File: src/rtl/uart_tx_fifo_if.sv
// uart_tx_fifo_if: bus-side push port, status flags and sender handshake
// for uart_tx_fifo. The almost_full flag exists only when
// UART_TX_FIFO_WATERMARK_EN is defined.
interface uart_tx_fifo_if #(
  parameter int AW = 4
);
  logic          wr_en;
  logic [7:0]    wr_data;
  logic          clr_ovf;
  logic          full;
  logic          empty;
  logic [AW:0]   count;
  logic          overflow;
  logic          txstatus;
  logic          txen;
  logic [7:0]    txdata;
`ifdef UART_TX_FIFO_WATERMARK_EN
  logic          almost_full;

  modport master (
    output wr_en, wr_data, clr_ovf, txstatus,
    input  full, empty, count, overflow, txen, txdata, almost_full
  );

  modport slave (
    input  wr_en, wr_data, clr_ovf, txstatus,
    output full, empty, count, overflow, txen, txdata, almost_full
  );
`else
  modport master (
    output wr_en, wr_data, clr_ovf, txstatus,
    input  full, empty, count, overflow, txen, txdata
  );

  modport slave (
    input  wr_en, wr_data, clr_ovf, txstatus,
    output full, empty, count, overflow, txen, txdata
  );
`endif
endinterface

File: src/rtl/uart_tx_fifo.sv
// uart_tx_fifo: byte FIFO feeding a UART sender, one frame at a time.
// Optional almost-full flag: define UART_TX_FIFO_WATERMARK_EN.
//
// state     | meaning
// ----------+---------------------------------------------------------
// IDLE      | waiting for data and an idle sender; txdata captured on exit
// LAUNCH    | txen high for this single cycle, head entry popped
// WAIT_BUSY | waiting for the sender to report busy (txstatus == 0)
// WAIT_DONE | waiting for the sender to report idle again (txstatus == 1)
module uart_tx_fifo #(
  parameter int DEPTH = 16,
  parameter int AW    = 4
`ifdef UART_TX_FIFO_WATERMARK_EN
  , parameter int WATERMARK = 12
`endif
) (
  input logic      sysclk,
  input logic      reset,
  uart_tx_fifo_if.slave bus
);

  typedef enum logic [1:0] {
    IDLE      = 2'd0,
    LAUNCH    = 2'd1,
    WAIT_BUSY = 2'd2,
    WAIT_DONE = 2'd3
  } state_t;

  localparam logic [AW:0] FULL_CNT = (AW+1)'(DEPTH);
  localparam logic [AW:0] CNT_ONE  = (AW+1)'(1);

  logic [7:0]    mem [DEPTH];
  logic [AW-1:0] wr_ptr;
  logic [AW-1:0] rd_ptr;
  logic [AW:0]   count_q;
  logic [AW:0]   count_nxt;
  logic          overflow_q;
  logic          txen_q;
  logic [7:0]    txdata_q;
  state_t        state;
  state_t        state_nxt;

  logic full_w;
  logic empty_w;
  logic pop;
  logic push;
  logic reject;
  logic load;

  assign full_w  = (count_q == FULL_CNT);
  assign empty_w = (count_q == '0);
  // The head is captured into txdata on the way into LAUNCH, so the pop in
  // LAUNCH only has to advance the read pointer; a push into a full FIFO in
  // that cycle may safely overwrite the slot just vacated.
  assign pop     = (state == LAUNCH);
  assign push    = bus.wr_en && (!full_w || pop);
  assign reject  = bus.wr_en && full_w && !pop;

  // Drain FSM next-state decode; load marks the IDLE->LAUNCH transition.
  always_comb begin
    state_nxt = state;
    load      = 1'b0;
    case (state)
      IDLE: begin
        if (!empty_w && bus.txstatus) begin
          state_nxt = LAUNCH;
          load      = 1'b1;
        end
      end
      LAUNCH:    state_nxt = WAIT_BUSY;
      WAIT_BUSY: if (!bus.txstatus) state_nxt = WAIT_DONE;
      WAIT_DONE: if (bus.txstatus)  state_nxt = IDLE;
      default:   state_nxt = IDLE;
    endcase
  end

  // Drain FSM state register.
  always_ff @(posedge sysclk or posedge reset) begin
    if (reset) state <= IDLE;
    else       state <= state_nxt;
  end

  // Occupancy arithmetic: simultaneous push and pop leave count unchanged.
  always_comb begin
    count_nxt = count_q;
    case ({push, pop})
      2'b10:   count_nxt = count_q + CNT_ONE;
      2'b01:   count_nxt = count_q - CNT_ONE;
      default: count_nxt = count_q;
    endcase
  end

  // Pointers, occupancy and sticky overflow (a rejected push beats clr_ovf).
  always_ff @(posedge sysclk or posedge reset) begin
    if (reset) begin
      wr_ptr     <= '0;
      rd_ptr     <= '0;
      count_q    <= '0;
      overflow_q <= 1'b0;
    end else begin
      if (push) wr_ptr <= wr_ptr + 1'b1;
      if (pop)  rd_ptr <= rd_ptr + 1'b1;
      count_q <= count_nxt;
      if (reject)           overflow_q <= 1'b1;
      else if (bus.clr_ovf) overflow_q <= 1'b0;
    end
  end

  // Storage array; contents are don't-care after reset.
  always_ff @(posedge sysclk) begin
    if (push) mem[wr_ptr] <= bus.wr_data;
  end

  // Sender-facing outputs: txdata held from one launch to the next.
  always_ff @(posedge sysclk or posedge reset) begin
    if (reset) begin
      txen_q   <= 1'b0;
      txdata_q <= 8'h00;
    end else begin
      txen_q <= load;
      if (load) txdata_q <= mem[rd_ptr];
    end
  end

`ifdef UART_TX_FIFO_WATERMARK_EN
  localparam logic [AW:0] WM_CNT = (AW+1)'(WATERMARK);
  logic almost_full_q;

  // Almost-full tracks the registered count on the same edge.
  always_ff @(posedge sysclk or posedge reset) begin
    if (reset) almost_full_q <= 1'b0;
    else       almost_full_q <= (count_nxt >= WM_CNT);
  end

  assign bus.almost_full = almost_full_q;
`endif

  assign bus.full     = full_w;
  assign bus.empty    = empty_w;
  assign bus.count    = count_q;
  assign bus.overflow = overflow_q;
  assign bus.txen     = txen_q;
  assign bus.txdata   = txdata_q;

endmodule
File: src/flat_wrapper.sv
// flat-port wrapper written by rule: the top's interface ports become plain ports
module uart_tx_fifo_flat 
#(
  parameter int DEPTH = 16,
  parameter int AW    = 4

)
  (sysclk, reset, bus_wr_en, bus_wr_data, bus_clr_ovf, bus_txstatus, bus_full, bus_empty, bus_count, bus_overflow, bus_txen, bus_txdata);
  uart_tx_fifo_if #(.AW(AW)) bus_i ();
  input logic sysclk;
  input logic reset;
  input wire logic [$bits(bus_i.wr_en)-1:0] bus_wr_en;
  input wire logic [$bits(bus_i.wr_data)-1:0] bus_wr_data;
  input wire logic [$bits(bus_i.clr_ovf)-1:0] bus_clr_ovf;
  input wire logic [$bits(bus_i.txstatus)-1:0] bus_txstatus;
  output wire logic [$bits(bus_i.full)-1:0] bus_full;
  output wire logic [$bits(bus_i.empty)-1:0] bus_empty;
  output wire logic [$bits(bus_i.count)-1:0] bus_count;
  output wire logic [$bits(bus_i.overflow)-1:0] bus_overflow;
  output wire logic [$bits(bus_i.txen)-1:0] bus_txen;
  output wire logic [$bits(bus_i.txdata)-1:0] bus_txdata;
  assign bus_i.wr_en = bus_wr_en;
  assign bus_i.wr_data = bus_wr_data;
  assign bus_i.clr_ovf = bus_clr_ovf;
  assign bus_i.txstatus = bus_txstatus;
  assign bus_full = bus_i.full;
  assign bus_empty = bus_i.empty;
  assign bus_count = bus_i.count;
  assign bus_overflow = bus_i.overflow;
  assign bus_txen = bus_i.txen;
  assign bus_txdata = bus_i.txdata;
  uart_tx_fifo #(.DEPTH(DEPTH), .AW(AW)) u_core (.sysclk(sysclk), .reset(reset), .bus(bus_i));
endmodule
File: config.mk
export PLATFORM = sky130hd
export DESIGN_NAME = uart_tx_fifo_flat
export DESIGN_NICKNAME = d
export VERILOG_FILES = /design/src/rtl/uart_tx_fifo_if.sv /design/src/rtl/uart_tx_fifo.sv /design/src/flat_wrapper.sv
export SDC_FILE = /design/constraint.sdc
export NUM_CORES = 1
export LEC_CHECK = 0
export ABC_AREA = 1
export BUFFER_PORTS_ARGS = -buffer_cell sky130_fd_sc_hd__buf_2
export CELL_PAD_IN_SITES_DETAIL_PLACEMENT = 1
export CELL_PAD_IN_SITES_GLOBAL_PLACEMENT = 1
export CORE_MARGIN = 5
export CORE_UTILIZATION = 45
export CTS_BUF_LIST = sky130_fd_sc_hd__clkbuf_4 sky130_fd_sc_hd__clkbuf_8
export CTS_CLUSTER_SIZE = 16
export DETAILED_ROUTE_END_ITERATION = 7
export PLACE_DENSITY = 0.79
export SLEW_MARGIN = 20
export SYNTH_ARGS = -nofsm -noshare
export SYNTH_HDL_FRONTEND = slang
export SYNTH_SLANG_ARGS = --single-unit
File: constraint.sdc
create_clock -name sysclk -period 2.85 [get_ports sysclk]
set_input_delay 0.4275 -clock sysclk [delete_from_list [all_inputs] [get_ports sysclk]]
set_output_delay 0.4275 -clock sysclk [all_outputs]
set_load 0.01 [all_outputs]
==> summary.txt, run 1 <==
status - complete, no violations
first drt pass iteration count - 4
GRT overflow - 0
IO Pins - 30
FF-to-FF path depth - 7
vias in the first global route - 5067
ANT cells - 0
TritonCTS buffer count - 17
largest net degree at the start of global routing - 68
slew margin rel. - 0.5137
ratio of cells with drive above 1 in the final layout - 0.1028
hold_buf cts - 0
CTS Sinks - 153
Area growth syn-to-layout - 10.72%
post-CTS setup buffer count - 0
Multi-input gate area - 0.001790 mm^2
FMAX - 426.4 MHz
number of synthesized register bits - 153
Max IR drop VDD - 0.4106 mV
setup TNS - 0 ns
r2r setup slk - 0.50 ns
Core Footprint - 0.01509 mm^2
GP Congestion - 0.7745
CTS tree - done
DRC violations left - 0
initial antenna violation count - 0
routed vias - 4764
Area contributors post-synth - edfxtp_1 56%, nand2_1 13%, dfrtp_1 9.1%
Iteration-0 DRC Markers - 242
Int Power - 0.004542 W
P_sw - 0.002966 W
min Tclk post-route - 2.345 ns
DRT Wirelength - 16.98 mm
commonest non-fill, non-tap cell in the layout - nand2_1
mapped cell area - 0.006877 mm^2
syn nets - 718
YS warnings - 0
Yosys top cell by area - edfxtp_1
layout net count - 749
Synth top area share - 0.5590
Yosys cell types - 22
r2r startpoint - u_core.state[1]
Pwr Total - 0.007508 W
Hold Path Class - in2async
DP HPWL - 11.50 mm
Routed WL per cell - 18.32 um
CTS H-tree depth - 4
Vias/cell - 5.139
Place WS - 0.5004 ns
Least-Margin Pin Slew - 0.7267 ns
Setup crit end kind - flop
PortBufs - 29
period utilisation layout - 0.8229
RSZ-0062 raised after global routing - no
filler instances - 1681
Worst EP required - 2.94 ns
sw frac - 0.3950
most frequent cells in the layout - 230 x nand2_1, 128 x edfxtp_1, 120 x inv_1, 108 x nand3_1, 29 x buf_2
Reg area - 0.004471 mm^2
register share of total power - 0.396
GRT Util Overall - 0.2000
Longest Clk Path Bufs - 2
Resize count post-CTS - 0
post-synthesis sequential area ratio - 0.6499
Leak - 3.455 nW
crit path max fanout - 11
first-pass GRT wire length - 26.95 mm
startpoint types - flop
CP Class - reg2reg
antenna viol nets, final - 0
clk_lat worst skew - 0.45 ns
share of power burned in the clock network - 0.237
syn_area_per_cell - 9.894 um^2
FP Rows - 45
Slew Limit Fails - 0
final core occ - 0.5046
PwrDens - 986.1 mW/mm^2
setup violators final - 0
final worst slack - 0.5046 ns
clock skew - 0.01134 ns
Syn Inst Count - 695
die height - 133.6 um
Arr. time, crit path - 2.43 ns
Reg clk slew, reported paths - 0.08 ns
Initial Utilization - 0.4557
endpoints failing hold - 0
root buffer cell - clkbuf_8
RR Endpoint - u_core.mem[14][5]
part of the power in combinational logic - 0.368
die area - 0.01785 mm^2
die width - 133.6 um
max cap viols - 0
final hold slack - 0.05276 ns
-- cell usage after synthesis, drive strengths merged --
library cell  count
xnor2             1
ha               10
edfxtp          128
nand3           108
buf              24
xor2              8
clkinv            1
inv             123
nor2             22
o21ai            10
mux2i             1
nand4             2
nand2           231
clkbuf            1
dfrtp            25
-- kinds of logic after synthesis --
kind of cell / Yosys count / share of synthesized area
multiplexers: 1 / 0.001456
AND/OR/NAND/NOR: 363 / 0.2214
buffers and inverters: 149 / 0.08970
XOR/XNOR: 9 / 0.01146
AO/OA/AOI/OAI: 10 / 0.007824
adder cells (fa/ha/maj): 10 / 0.01820
flip-flops: 153 / 0.6499
-- power groups by stage --
stage | clock, W | sequential, W | combinational (W)
2_1_floorplan | 0 | 0.00301 | 0.00190
5_1_grt | 0.00192 | 0.00301 | 0.00309
6_report | 0.00178 | 0.00297 | 0.00276
4_1_cts | 0.00181 | 0.00297 | 0.00278
3_5_place_dp | 0 | 0.00302 | 0.00274
3_3_place_gp | 0 | 0.00300 | 0.00259
-- worst max-delay path, cell delays in order, from the launching register on --
cell and delay, ns:
dfrtp_1 0.42, inv_1 0.11, ha_1 0.15, buf_4 0.17, nor2_2 0.07, nor2_4 0.24
nand2_1 0.23, nor2_1 0.59
-- stage by stage --
step	instances	instance area, um^2
after floorplan	695	6877
after global placement	895	7179
after detailed placement	895	7179
after CTS	927	7614
after global routing	927	7614
final	927	7614
-- state kept, by name (all words and copies together), names as in the netlist --
signal	count
u_core.mem	128
u_core.bus.overflow	1
u_core.bus.txdata	8
u_core.state	2
u_core.bus.txen	1
u_core.rd_ptr	4
u_core.bus.count	5
u_core.wr_ptr	4
-- per-layer routing --
layer	wire length, um	share of wire	track usage	vias to the layer above
met4	298	0.018	0.06743	0
li1	-	-	-	2273
met3	818	0.048	0.04267	30
met5	0	0	0	-
met1	7124	0.42	0.2460	2345
met2	8740	0.51	0.3510	116
-- layout make-up --
| type | instances | area share |
|---|---|---|
| flip-flops and latches | 153 | 0.5872 |
| clock buffers | 17 | 0.03073 |
| inverters | 124 | 0.06113 |
| multi-input cells | 393 | 0.2352 |
| clock inverters | 15 | 0.02629 |
| well taps | 188 | 0.03090 |
| repair buffers | 37 | 0.02859 |
-- worst max path at each step --
stage | startpoint | to | slack, ns
floorplan | u_core.state[1] | u_core.mem[0][0] | 0.95
global placement | u_core.state[1] | u_core.mem[5][5] | 0.63
detailed placement | u_core.state[1] | u_core.mem[12][0] | 0.50
CTS | u_core.state[1] | u_core.mem[14][4] | 0.48
global route | u_core.state[1] | u_core.mem[14][7] | 0.36
finish | u_core.state[1] | u_core.mem[14][5] | 0.50
Note: power is estimated with default switching activity, not from simulation.
==> run 2: changes to the inputs <==
--- a/config.mk
+++ b/config.mk
@@ -14,7 +14,7 @@
 export CTS_BUF_LIST = sky130_fd_sc_hd__clkbuf_4 sky130_fd_sc_hd__clkbuf_8
 export CTS_CLUSTER_SIZE = 16
 export DETAILED_ROUTE_END_ITERATION = 7
-export PLACE_DENSITY = 0.79
+export PLACE_DENSITY = 0.82
 export SLEW_MARGIN = 20
 export SYNTH_ARGS = -nofsm -noshare
 export SYNTH_HDL_FRONTEND = slang
==> constraint.sdc (replaced) <==
create_clock -name sysclk -period 2 [get_ports sysclk]
set_input_delay 0.3 -clock sysclk [delete_from_list [all_inputs] [get_ports sysclk]]
set_output_delay 0.3 -clock sysclk [all_outputs]
set_load 0.01 [all_outputs]
==> run 2 against run 1 <==
Net effect:
- global-route usage is 1.1 points higher
- critical path type unchanged
- non-clock buffer count grew 19
- highest routed layer unchanged
- cell count rose by 2.0%
- clock power up 47%
- core utilization is 1.2 points higher
- hold slack got worse by 0.034 ns
==> summary.txt, run 2 (same netlist as run 1, synthesis figures left out) <==
CTS H-tree depth - 4 (unchanged)
CP Class - reg2reg
Longest Clk Path Bufs - 2 (unchanged)
routed vias - 4893 (+2.7%)
PortBufs - 29 (unchanged)
layout net count - 768 (+2.5%)
first drt pass iteration count - 4 (unchanged)
largest net degree at the start of global routing - 68 (unchanged)
ANT cells - 0 (unchanged)
DRT Wirelength - 17.81 mm (+4.8%)
endpoints failing hold - 0 (unchanged)
filler instances - 1702 (+1.2%)
Least-Margin Pin Slew - 0.6208 ns (-0.1059 ns)
highest routed metal layer - met4
GP Congestion - 0.8537 (+10%)
root buffer cell - clkbuf_8
Routed WL per cell - 18.82 um (+2.7%)
setup violators final - 0 (unchanged)
die area - 0.01785 mm^2 (unchanged)
min Tclk post-route - 1.862 ns (-0.4836 ns)
initial antenna violation count - 0 (unchanged)
status - complete, no violations
FMAX - 537.1 MHz (+26%)
GRT Util Overall - 0.2113 (+0.01121)
antenna viol nets, final - 0 (unchanged)
met2 wire len - 8.808 mm (+0.78%)
clk_lat worst skew - 0.47 ns (+0.02 ns)
final worst slack - 0.1383 ns (-0.3664 ns)
DRC violations left - 0 (unchanged)
Setup crit end kind - flop
Vias/cell - 5.172 (+0.64%)
Core Footprint - 0.01509 mm^2 (unchanged)
Routed met3 length - 882 um (+7.8%)
TritonCTS buffer count - 17 (unchanged)
period utilisation layout - 0.9309 (+0.1079)
Largest register FFs - 128 (unchanged)
Hold Path Class - in2reg
DP HPWL - 11.99 mm (+4.3%)
Slew Limit Fails - 0 (unchanged)
clock skew - 0.01265 ns (+0.001307 ns)
PwrDens - 1414 mW/mm^2 (+43%)
vias in the first global route - 5338 (+5.3%)
die height - 133.6 um (unchanged)
Area growth syn-to-layout - 13.36%
max incr delay on CP - 0.43 ns (-0.16 ns)
RSZ-0062 raised after global routing - no
Iteration-0 DRC Markers - 371 (+53%)
most flop-heavy register - u_core.mem
max cap viols - 0 (unchanged)
Leak - 3.563 nW (+3.1%)
Arr. time, crit path - 2.03 ns (-0.40 ns)
startpoint types - flop
Initial Utilization - 0.4557 (unchanged)
Worst EP required - 2.17 ns (-0.77 ns)
slew margin rel. - 0.5855 (+0.07181)
CTS tree - done
ratio of cells with drive above 1 in the final layout - 0.1293 (+0.02645)
Buf/Inv on CP - 2 (unchanged)
final hold slack - 0.01921 ns (-0.03355 ns)
Top delay family on crit path - simple AND/OR/NAND/NOR gates
Place WS - 0.05770 ns (-0.4427 ns)
commonest non-fill, non-tap cell in the layout - nand2_1
critical path, cell by cell - inv_1, ha_4, nor2_2, nor2_4, nand2_1, nor2_1, buf_4
die width - 133.6 um (unchanged)
most frequent cells in the layout - 229 x nand2_1, 128 x edfxtp_1, 120 x inv_1, 108 x nand3_1, 29 x buf_2
CTS Sinks - 153 (unchanged)
Max IR drop VDD - 0.8602 mV (+110%)
first-pass GRT wire length - 28.61 mm (+6.2%)
GRT overflow - 0 (unchanged)
IO Pins - 30 (unchanged)
Reg clk slew, reported paths - 0.08 ns (about the same)
post-CTS setup buffer count - 0 (unchanged)
FP Rows - 45 (unchanged)
CP max-delay cell - dfrtp_1
crit path max fanout - 8 (-3)
setup TNS - 0 ns (unchanged)
WL met1 - 7.739 mm (+8.6%)
## run 2: changes by cell type in the layout (fill, tap and decap cells not counted), moves of 2 or more
| cell | delta |
|---|---|
| clkbuf_4 | +3 |
| clkinv_4 | -3 |
| clkinv_1 | -2 |
| inv_6 | +2 |
| buf_4 | +17 |
## run 2: worst paths after layout
check,to,slack [ns],startpoint,cells past startpoint
max,u_core.mem[12][1],0.14,u_core.state[1],7
min,u_core.bus.overflow,0.02,bus_clr_ovf,2
max reg2reg,u_core.mem[12][1],0.14,u_core.state[1],7
min reg2reg,u_core.bus.txdata[2],0.49,u_core.bus.txdata[2],2
max in group asynchronous,u_core.rd_ptr[0],1.28,reset,4
min in group asynchronous,u_core.bus.count[0],0.44,reset,4
## run 2: final cells by class
class / instances / area [um^2] / area share
Clock buffer: 20 / 256.5 / 0.03291
Multi-Input combinational cell: 393 / 1805 / 0.2316
Sequential cell: 153 / 4471 / 0.5735
Timing Repair Buffer: 56 / 375.4 / 0.04815
Inverter: 124 / 465.4 / 0.05971
Tap cell: 188 / 235.2 / 0.03018
Clock inverter: 12 / 186.4 / 0.02392
## run 2: worst register-to-register path, cell delays in order, from the launching register on
cell	delay, ns
dfrtp_1	0.43
inv_1	0.14
ha_4	0.18
nor2_2	0.07
nor2_4	0.19
nand2_1	0.21
nor2_1	0.17
buf_4	0.20
## run 2: repair_timing
action,CTS,global route
endpoints found under the hold margin,25,0
hold buffers,1,0
setup endpoints to repair,0,83
resized for setup,0,3
## run 2: power breakdown
| group | switching, W | internal, W | total, W |
|---|---|---|---|
| clock | 0.00120 | 0.00142 | 0.00262 |
| combinational | 0.00286 | 0.00128 | 0.00415 |
| sequential | 0.000301 | 0.00395 | 0.00425 |
| total | 0.00437 | 0.00665 | 0.0110 |
## run 2: metrics by stage
stage | area, um^2 | cells | total power (W) | utilization
final | 7795 | 946 | 0.01102 | 0.5166
after global routing | 7795 | 946 | 0.01172 | 0.5166
after CTS | 7780 | 946 | 0.01104 | 0.5156
after detailed placement | 7327 | 913 | 0.008367 | 0.4856
after global placement | 7327 | 913 | 0.008108 | 0.4856
after floorplan | 6877 | 695 | 0.006988 | -
## run 2: routing by layer
layer,GRT usage,up-vias
met5,0,-
met1,0.2684,2399
met4,0.06857,0
met3,0.05136,32
met2,0.3575,146
li1,-,2316
==> run 3: changes to the inputs <==
--- a/config.mk
+++ b/config.mk
@@ -5,7 +5,6 @@
 export SDC_FILE = /design/constraint.sdc
 export NUM_CORES = 1
 export LEC_CHECK = 0
-export ABC_AREA = 1
 export BUFFER_PORTS_ARGS = -buffer_cell sky130_fd_sc_hd__buf_2
 export CELL_PAD_IN_SITES_DETAIL_PLACEMENT = 1
 export CELL_PAD_IN_SITES_GLOBAL_PLACEMENT = 1
@@ -14,7 +13,7 @@
 export CTS_BUF_LIST = sky130_fd_sc_hd__clkbuf_4 sky130_fd_sc_hd__clkbuf_8
 export CTS_CLUSTER_SIZE = 16
 export DETAILED_ROUTE_END_ITERATION = 7
-export PLACE_DENSITY = 0.82
+export PLACE_DENSITY = 0.76
 export SLEW_MARGIN = 20
 export SYNTH_ARGS = -nofsm -noshare
 export SYNTH_HDL_FRONTEND = slang
==> run 3 against run 2 <==
Net effect:
- the run now ends with setup timing left
- global-route usage fell by 3.0 points
- non-clock buffer count increased by 18
- core utilization is 3.6 points higher
- fmax shrank 12%
- cell count shrank 36%
- synthesized area is 8.2% lower
- critical path depth unchanged
- combinational power shrank 5%
- critical endpoint is now u_core.mem[2][3]
- largest cell class unchanged
==> summary.txt, run 3 <==
Cell Count Post-Placement - 558 (-39%)
Longest Clk Path Bufs - 2 (unchanged)
antenna viol nets, final - 0 (unchanged)
CP max-delay cell - or4_4
area fraction in and, or, nand and nor cells after synthesis - 0.04104 (-0.1804)
DRC violations left - 0 (unchanged)
Arr. time, crit path - 2.34 ns (+0.31 ns)
final core occ - 0.5525 (+0.03595)
die width - 128.4 um (-3.9%)
Post-synth ARST share - 0.1634 (unchanged)
DRT Wirelength - 13.54 mm (-24%)
Multi-input gate area - 0.001866 mm^2 (+3.3%)
CTS Sinks - 153 (unchanged)
Reg area - 0.004472 mm^2 (about the same)
top-count cell post-synth - edfxtp_1
commonest non-fill, non-tap cell in the layout - edfxtp_1
startpoint types - flop
GP Congestion - 0.7439 (-13%)
Pwr Total - 0.01095 W (-0.68%)
die height - 128.4 um (-3.9%)
top_reg_cell synth - edfxtp_1
syn nets - 361 (-50%)
setup violators final - 51 (+51)
most flop-heavy register - u_core.mem
part of the power in combinational logic - 0.360 (-0.016)
IO Pins - 30 (unchanged)
Leak - 2.766 nW (-22%)
register share of total power - 0.394 (+0.008)
FMAX - 471.0 MHz (-12%)
clk_lat worst skew - 0.46 ns (about the same)
r2r startpoint - u_core.bus.count[1]
YS warnings - 0 (unchanged)
CP Class - reg2reg
Vias/cell - 5.435 (+5.1%)
PwrDens - 1433 mW/mm^2 (+1.3%)
period utilisation layout - 1.061 (+0.1306)
Top delay family on crit path - simple AND/OR/NAND/NOR gates
multiplexer share of the synthesized area - 0.1485 (+0.1470)
max cap viols - 0 (unchanged)
Hold Path Depth - 2 (unchanged)
critical path, cell by cell - or4_4, o31a_1, buf_4, nand2_4, buf_6, nor3_4, buf_6
min Tclk post-route - 2.123 ns (+0.2612 ns)
Synth top cells by count - 128 x edfxtp_1, 25 x dfrtp_1, 24 x mux4_2
violated checks - setup timing
Reg clk slew, reported paths - 0.07 ns (about the same)
Placed Area - 0.006830 mm^2 (-6.8%)
DP HPWL - 8.477 mm (-29%)
CTS H-tree depth - 4 (unchanged)
layout net count - 435 (-43%)
status - finished, violations left
endpoints failing hold - 0 (unchanged)
RR Endpoint - u_core.mem[2][3]
largest family of logic cells by synthesized area - multiplexers
Area contributors post-synth - edfxtp_1 61%, dfrtp_1 9.9%, mux4_2 8.6%
final worst slack - -0.1230 ns (-0.2612 ns)
Worst EP required - 2.22 ns (+0.05 ns)
Core Footprint - 0.01383 mm^2 (-8.4%)
number of synthesized register bits - 153 (unchanged)
die area - 0.01649 mm^2 (-7.6%)
GRT Util Overall - 0.1811 (-0.03014)
Max IR drop VDD - 0.6524 mV (-24%)
post-synthesis sequential area ratio - 0.7082 (+0.05824)
Yosys top cell by area - edfxtp_1
Least-Margin Pin Slew - 0.5992 ns (-0.02159 ns)
r2r setup slk - -0.12 ns (-0.26 ns)
first-pass GRT wire length - 21.61 mm (-24%)
ANT cells - 0 (unchanged)
Syn Inst Count - 338 (-51%)
vias in the first global route - 3703 (-31%)
Yosys cell types - 40 (+82%)
ratio of cells with drive above 1 in the final layout - 0.3835 (+0.2542)
Levels on crit path - 7 (unchanged)
max incr delay on CP - 0.55 ns (+0.12 ns)
Slew Limit Fails - 0 (unchanged)
Area growth syn-to-layout - 21.05%
Synth Area in XOR/XNOR - 0.01527 (+0.003803)
final instance area - 0.007640 mm^2 (-2.0%)
fin cells - 605 (-36%)
Synth top area share - 0.6090 (+0.05009)
P_sw - 0.003449 W (-21%)
crit path max fanout - 5 (-3)
hold wc startpoint - bus_clr_ovf
FP Rows - 43 (-4.4%)
sw frac - 0.3151 (-0.08120)
post-synthesis compound-gate area fraction - 0.03826 (+0.03044)
final hold slack - 0.04011 ns (+0.02090 ns)
CTS tree - done
routed vias - 3288 (-33%)
initial antenna violation count - 0 (unchanged)
Routed WL per cell - 22.37 um (+19%)
Largest register FFs - 128 (unchanged)
Synth Area in Adders - 0.01983 (+0.001630)
Buf/Inv on CP - 3 (+1)
first drt pass iteration count - 4 (unchanged)
TritonCTS buffer count - 17 (unchanged)
RSZ-0062 raised after global routing - yes
GRT overflow - 0 (unchanged)
PortBufs - 29 (unchanged)
Initial Utilization - 0.4564 (+0.0007079)
largest net degree at the start of global routing - 32 (-53%)
most frequent cells in the layout - 128 x edfxtp_1, 29 x buf_2, 29 x buf_4, 24 x mux4_2, 23 x dfrtp_1
FF-to-FF path depth - 7 (unchanged)
number of flops mapped to enable cells by yosys - 128 (unchanged)
mapped cell area - 0.006311 mm^2 (-8.2%)
Setup crit start - u_core.bus.count[1]
Iteration-0 DRC Markers - 178 (-52%)
Hold Path Class - in2reg
slew margin rel. - 0.6005 (+0.01499)
clock skew - 0.01102 ns (-0.001626 ns)
syn_area_per_cell - 18.67 um^2 (+89%)
root buffer cell - clkbuf_8
share of power burned in the clock network - 0.245 (+0.007)
Setup crit end kind - flop
Int Power - 0.007497 W (+13%)
filler instances - 1243 (-27%)
Worst path most repeated cell - buf_6
Worst setup endpoint - u_core.mem[2][3]
run 3: per-stage QoR:
step | TNS, ns | setup slack, ns
final | -3.418 | -0.1230
after global routing | -5.347 | -0.1548
after CTS | -2.869 | -0.1041
after detailed placement | -21.12 | -0.3151
after global placement | -10.41 | -0.1897
after floorplan | -1.327 | -0.1521
run 3: power by group through the flow:
stage                     clock network, W  registers [W]  logic, W
final                              0.00268        0.00432   0.00395
after global routing               0.00291        0.00437   0.00428
after CTS                          0.00273        0.00432   0.00390
after detailed placement                 0        0.00437   0.00355
after global placement                   0        0.00434   0.00343
after floorplan                          0        0.00430   0.00247
run 3: layout make-up:
| cell class | instances | area share |
|---|---|---|
| sequential | 153 | 0.5853 |
| multi-input combinational | 156 | 0.2442 |
| timing repair buffer | 74 | 0.07550 |
| clock buffer | 23 | 0.03816 |
| tap | 180 | 0.02948 |
| clock inverter | 9 | 0.02244 |
| inverter | 10 | 0.004913 |
run 3: timing repair:
item | CTS | global route
pin swaps | 9 | 12
endpoints found under the hold margin | 25 | 0
setup endpoints to repair | 133 | 117
hold buffers | 1 | 0
setup buffers | 9 | 5
gates resized for setup | 44 | 8
run 3: metal layers:
metal  GRT usage  part of all wire  vias up
li1            -                 -     1480
met1      0.2193              0.42     1725
met2      0.3184              0.54       64
met3     0.04608             0.034       19
met4     0.05805             0.015        0
met5           0                 0        -
run 3: how the worst min path moves through the flow:
stage                                endpoint  slack, ns
after floorplan           u_core.bus.count[0]       0.33
after global placement    u_core.bus.count[3]       0.38
after detailed placement  u_core.bus.count[0]       0.39
after CTS                 u_core.bus.overflow       0.02
after global routing      u_core.bus.overflow       0.02
final                     u_core.bus.overflow       0.04
run 3: kinds of logic (layout without fill, tap and decap cells):
| group | Yosys count | after routing |
|---|---|---|
| AND/OR/NAND/NOR | 52 | 52 |
| buffers and inverters | 29 | 116 |
| adder cells (fa/ha/maj) | 10 | 10 |
| flip-flops | 153 | 153 |
| XOR/XNOR | 11 | 11 |
| multiplexers | 50 | 50 |
| AO/OA/AOI/OAI | 33 | 33 |
